**src/rtl/hazard_ctrl.sv**
```systemverilog
// Hazard/forwarding controller for the 5-stage MIPS core: tracks E/M/W/WW destinations with Tnew,
// drives D- and E-stage operand selects and the stall. Optional counters under HAZARD_STATS_EN.
module hazard_ctrl #(
  parameter int REG_AW = 5,
  parameter int TNEW_W = 2
) (
  input  logic              clk,
  input  logic              rst,
  input  logic [REG_AW-1:0] D_rs,
  input  logic [REG_AW-1:0] D_rt,
  input  logic              D_rs_used,
  input  logic              D_rt_used,
  input  logic [TNEW_W-1:0] D_rs_tuse,
  input  logic [TNEW_W-1:0] D_rt_tuse,
  input  logic [REG_AW-1:0] D_dst,
  input  logic [TNEW_W-1:0] D_tnew,
  input  logic              flush,
  output logic              stall,
  output logic [2:0]        s_D_rs_data,
  output logic [2:0]        s_D_rt_data,
  output logic [2:0]        s_E_rs_data,
  output logic [2:0]        s_E_rt_data
`ifdef HAZARD_STATS_EN
  ,
  output logic [31:0]       stall_cnt,
  output logic [31:0]       fwd_cnt
`endif
);

  localparam logic [2:0] SEL_O  = 3'b000;
  localparam logic [2:0] SEL_E  = 3'b001;
  localparam logic [2:0] SEL_M  = 3'b010;
  localparam logic [2:0] SEL_W  = 3'b011;
  localparam logic [2:0] SEL_WW = 3'b100;

  // Tracked stages: p0 = E, p1 = M, p2 = W, p3 = WW
  logic              vld_p0, vld_p1, vld_p2, vld_p3;
  logic [REG_AW-1:0] dst_p0, dst_p1, dst_p2, dst_p3;
  logic [TNEW_W-1:0] tnew_p0, tnew_p1, tnew_p2, tnew_p3;
  logic [REG_AW-1:0] rs_p0, rt_p0;
  logic              rs_stall, rt_stall;

  function automatic logic [TNEW_W-1:0] tnew_dec(input logic [TNEW_W-1:0] t);
    return (t == '0) ? '0 : t - TNEW_W'(1);
  endfunction

  // Returns {stall_request, select} for one D-stage operand.
  function automatic logic [3:0] d_lookup(input logic [REG_AW-1:0] r, input logic used,
                                          input logic [TNEW_W-1:0] tuse);
    logic              hit;
    logic [TNEW_W-1:0] t;
    logic [2:0]        code;
    hit  = 1'b0;
    t    = '0;
    code = SEL_O;
    if (used && r != '0) begin
      if (vld_p0 && dst_p0 == r) begin
        hit = 1'b1; t = tnew_p0; code = SEL_E;
      end else if (vld_p1 && dst_p1 == r) begin
        hit = 1'b1; t = tnew_p1; code = SEL_M;
      end else if (vld_p2 && dst_p2 == r) begin
        hit = 1'b1; t = tnew_p2; code = SEL_W;
      end else if (vld_p3 && dst_p3 == r) begin
        hit = 1'b1; t = tnew_p3; code = SEL_WW;
      end
    end
    if (!hit)            return {1'b0, SEL_O};
    else if (t == '0)    return {1'b0, code};
    else if (t <= tuse)  return {1'b0, SEL_O};
    else                 return {1'b1, SEL_O};
  endfunction

  // A younger producer still computing hides older copies of the same register.
  function automatic logic [2:0] e_lookup(input logic [REG_AW-1:0] r);
    if (r == '0)                      return SEL_O;
    else if (vld_p1 && dst_p1 == r)   return (tnew_p1 == '0) ? SEL_M  : SEL_O;
    else if (vld_p2 && dst_p2 == r)   return (tnew_p2 == '0) ? SEL_W  : SEL_O;
    else if (vld_p3 && dst_p3 == r)   return (tnew_p3 == '0) ? SEL_WW : SEL_O;
    else                              return SEL_O;
  endfunction

  always_comb begin
    {rs_stall, s_D_rs_data} = d_lookup(D_rs, D_rs_used, D_rs_tuse);
    {rt_stall, s_D_rt_data} = d_lookup(D_rt, D_rt_used, D_rt_tuse);
    stall       = rs_stall | rt_stall;
    s_E_rs_data = e_lookup(rs_p0);
    s_E_rt_data = e_lookup(rt_p0);
  end

  // D -> E entry, then E -> M -> W -> WW with Tnew counting down
  always_ff @(posedge clk) begin
    if (rst) begin
      {vld_p0, vld_p1, vld_p2, vld_p3} <= '0;
      {dst_p0, dst_p1, dst_p2, dst_p3} <= '0;
      {tnew_p0, tnew_p1, tnew_p2, tnew_p3} <= '0;
      rs_p0 <= '0;
      rt_p0 <= '0;
    end else begin
      vld_p3  <= vld_p2;
      dst_p3  <= dst_p2;
      tnew_p3 <= tnew_dec(tnew_p2);
      vld_p2  <= vld_p1;
      dst_p2  <= dst_p1;
      tnew_p2 <= tnew_dec(tnew_p1);
      vld_p1  <= vld_p0;
      dst_p1  <= dst_p0;
      tnew_p1 <= tnew_dec(tnew_p0);
      if (!stall && !flush) begin
        vld_p0  <= (D_dst != '0);
        dst_p0  <= D_dst;
        tnew_p0 <= D_tnew;
        rs_p0   <= D_rs;
        rt_p0   <= D_rt;
      end else begin
        vld_p0  <= 1'b0;
        dst_p0  <= '0;
        tnew_p0 <= '0;
        rs_p0   <= '0;
        rt_p0   <= '0;
      end
    end
  end

`ifdef HAZARD_STATS_EN
  always_ff @(posedge clk) begin
    if (rst) begin
      stall_cnt <= '0;
      fwd_cnt   <= '0;
    end else begin
      if (stall) stall_cnt <= stall_cnt + 32'd1;
      if (s_D_rs_data != SEL_O || s_D_rt_data != SEL_O) fwd_cnt <= fwd_cnt + 32'd1;
    end
  end
`endif

endmodule

```
**config.mk**
```make
export PLATFORM = sky130hd
export DESIGN_NAME = hazard_ctrl
export DESIGN_NICKNAME = d
export VERILOG_FILES = /design/src/rtl/hazard_ctrl.sv
export SDC_FILE = /design/constraint.sdc
export NUM_CORES = 1
export LEC_CHECK = 0
export BUFFER_PORTS_ARGS = -buffer_cell sky130_fd_sc_hd__buf_2
export CORE_MARGIN = 4
export CORE_UTILIZATION = 45
export CTS_BUF_LIST = sky130_fd_sc_hd__clkbuf_8
export DETAILED_ROUTE_END_ITERATION = 7
export PLACE_DENSITY = 0.75
export SETUP_SLACK_MARGIN = 0.02
export SLEW_MARGIN = 20
export SYNTH_ARGS = -nofsm -noshare
export SYNTH_HDL_FRONTEND = slang
export SYNTH_SLANG_ARGS = --single-unit
```
**constraint.sdc**
```tcl
create_clock -name clk -period 4.1 [get_ports clk]
set_clock_uncertainty 0.2 [all_clocks]
set_input_delay 0.41 -clock clk [delete_from_list [all_inputs] [get_ports clk]]
set_output_delay 0.41 -clock clk [all_outputs]
set_load 0.01 [all_outputs]
```
==> impl_metrics.yaml <==
run_status:
  status: "finished clean"
worst_setup_path:
  required_ps: 3490
  path_cells: "xor2_1 > nor4_1 > and3_1 > a211oi_1 > a211oi_2 > nand2_1 > ha_1 > nand2_1 > o21ai_0 > a311o_1 > a2bb2oi_4 > inv_1 > buf_2"
  end_kind: "primary output"
  path_class: "reg -> out"
  crit_fanout: 7
  reg2reg_slack_ps: 630
  cp_data_arrival_time_ps: 3250
  rr_endpoint: "rs_p0[4]"
  critical_path_buf_inv_count: 2
  path_depth: 13
  slowest_delay_ps: 440
  critPathSlowestCell: "nor4_1"
  path_delay_family: "compound AO/OA/AOI/OAI gates"
  r2r_start: "dst_p0[1]"
  reg2reg_depth: 13
  startpoint_type: "register"
  cp_common_cell: "nand2_1"
die:
  fp.dieArea_mm2: 0.00732
  ios: 39
  num_rows: 27
  die_h_um: 85.6
  core_area_mm2: 0.00568
  die_w_um: 85.6
  initial_utilization: 0.477
drt:
  viasPerCell: 5.49
  first_iter_violations: 158
  wl_met1_um: 2940
  drtPass1Iterations: 4
  met2_length_um: 3000
  routed.top_layer: "met4"
  drc: 0
  wirelength_um: 6460
  dr_wl_met3_um: 378
  wl_per_cell_um: 16.2
  ant_nets: 0
  vias: 2186
min_path:
  min_path_type: "in -> reg"
  worstHoldEndpoint: "tnew_p0[0]"
  hold_start: "D_tnew[0]"
  min_path_cells: 2
grt:
  grt_max_degree: 26
  antenna_found_initial: 0
  grt_overflow_total: 0
  grt_usage: 0.179
  grt_pass1_wl_um: 10300
  grt_pass1_vias: 2148
synth:
  synthesis.area_mm2: 0.00271
  synth_top_family_by_area: "simple AND/OR/NAND/NOR gates"
  synth_area_per_cell_um2: 8.94
  yosys.area_share.xor_xnor: 0.226
  synth_fa_ha_area_frac: 0.0323
  synth_cell_type_count: 44
  synth-seq-area-share: 0.311
  synth_ff_type: "dfxtp_1"
  yosys_register_bits: 42
  syn_nets: 336
  async_flop_share: 0
  synth_edf_count: 0
  synth-simple-area-share: 0.257
  postSynthCellCount: 303
  synth_compound_area_frac: 0.0762
  synth_warnings: 0
  synthMuxAreaShare: 0.00924
pwr:
  seqPwrFrac: 0.528
  power_switching_share: 0.270
  switchingPower_uw: 225
  combPwrFrac: 0.138
  p_int_uw: 610
  peakVddDrop_mv: 0.222
  clockPowerShare: 0.335
  total_power_uw: 836
  p_leak_nw: 1.41
  p_per_area_mw_per_mm2: 283
final_layout:
  multiInputGateArea_mm2: 0.00164
  seqCellArea_um2: 846
  postLayoutCellArea_mm2: 0.00295
  layout-area-overhead-vs-synth_pct: 8.92
  fill_cells: 528
  drive_above_1_share: 0.236
  layout_common_cells: "xor2_1 (50), dfxtp_1 (38), buf_2 (38)"
  post-route-util: 0.520
  mostFrequentLayoutCell: "xor2_1"
  stdcell_count: 398
  antenna_cells: 0
  final_nets: 358
timing:
  holdWs_ps: 136
  setup_tns_ps: 0
  rsz0062_at_grt: "no"
  setup_slack_ps: 237
  hold_violations: 0
  slew_headroom: 0.377
  min_period_ps: 3860
  setup_viol: 0
  fmax_ghz: 0.259
  period_share: 0.942
  worst_slew_pin_slew_ps: 932
  slew_viol_final: 0
clocking:
  numCtsBuffers: 5
  cts_num_sinks: 42
  cts_tree: "yes"
  hold_buffers: 0
  clockBufferDepth: 2
  clock_latency_ps: 300
  htreeDepth: 2
  root_buffer: "clkbuf_8"
  clk_pin_slew_worst_paths_ps: 80
place:
  post-place-ws_ps: 274
  dp_cells: 387
  gp_congestion: 0.968
  numPortBuffers: 38
  place_area_mm2: 0.00281
  dp_hpwl_um: 5030
flow_run:
  max_cap_violations: 0
[worst reg2reg max path: stages, from the launching register on]
cell	delay (ps)
dfxtp_1	340
xor2_1	170
nor4_1	440
and3_1	400
a211oi_1	100
a211oi_2	290
nand2_1	90
ha_1	270
nand2_1	60
o21ai_0	70
a311o_1	350
a2bb2oi_4	200
buf_4	170
and3_2	200
[final cells by class]
class	instances	share of cell area
clock buffer	6	0.0280
clock inverter	2	0.00424
inverter	13	0.0165
multi-input combinational	220	0.557
sequential	42	0.287
tap	72	0.0305
timing repair buffer	43	0.0772
[cell usage after synthesis (2+ instances only)]
master    instances  share of area
nor2b_1          19          0.044
a21oi_1           5         0.0092
nand4_1           2         0.0046
nor2_1           11          0.015
nand2_1          10          0.014
a221oi_1          2         0.0065
a31o_2            2         0.0065
buf_4             3         0.0083
dfxtp_1          42           0.31
or4_1             4          0.011
o21a_1            2         0.0055
nand3_1           7          0.013
nand4b_1          2         0.0065
a211oi_2          2         0.0092
inv_1            13          0.018
xnor2_1          20          0.065
and3_2            9          0.025
ha_1              7          0.032
o21ai_0           2         0.0037
buf_2             7          0.013
buf_6             8          0.033
xor2_1           50           0.16
nor4_1           17          0.039
clkbuf_1          7         0.0097
and3_1           17          0.039
nor3_1           14          0.026
and2_1            2         0.0046
[power groups by stage]
stage	Combinational [mW]	Sequential (mW)	Clock, mW
final	0.115	0.441	0.280
after global routing	0.129	0.443	0.304
after CTS	0.114	0.440	0.288
after detailed placement	0.113	0.450	0
after global placement	0.110	0.450	0
after floorplan	0.0937	0.441	0
[how the worst max path moves through the flow]
| stage | startpoint | to | slack (ps) |
|---|---|---|---|
| after floorplan | D_rt[2] | stall | 460 |
| after global placement | D_rs[3] | stall | 320 |
| after detailed placement | D_rs[1] | stall | 270 |
| after CTS | dst_p2[3] | stall | 30 |
| after global routing | dst_p1[3] | stall | 6 |
| final | dst_p0[1] | stall | 240 |
[cells by family (layout without fill, tap and decap cells)]
| kind of cell | after synthesis | count (layout) |
|---|---|---|
| xor+xnor | 70 | 70 |
| simple gates | 118 | 118 |
| compound gates | 23 | 23 |
| mux | 2 | 2 |
| flops | 42 | 42 |
| fa+ha+maj | 7 | 7 |
| buf+inv | 41 | 64 |
[sequential cells by signal, summed over array words and instances (netlist names)]
| register | count |
|---|---|
| tnew_p3 | 2 |
| rt_p0 | 5 |
| vld_p1 | 1 |
| vld_p3 | 1 |
| tnew_p2 | 2 |
| tnew_p1 | 2 |
| dst_p0 | 5 |
| dst_p1 | 5 |
| rs_p0 | 5 |
| vld_p2 | 1 |
| tnew_p0 | 2 |
| vld_p0 | 1 |
| dst_p2 | 5 |
| dst_p3 | 5 |
[layer usage]
metal / up-vias / global-route usage
met5: - / 0
met1: 1006 / 0.234
li1: 1084 / -
met2: 84 / 0.294
met3: 12 / 0.0375
met4: 0 / 0.0576
[repair_timing]
action	CTS	global route
buffers inserted	0	3
endpoints found under the setup margin	0	1
resized for setup	0	7
Note: power is estimated with default switching activity, not from simulation.
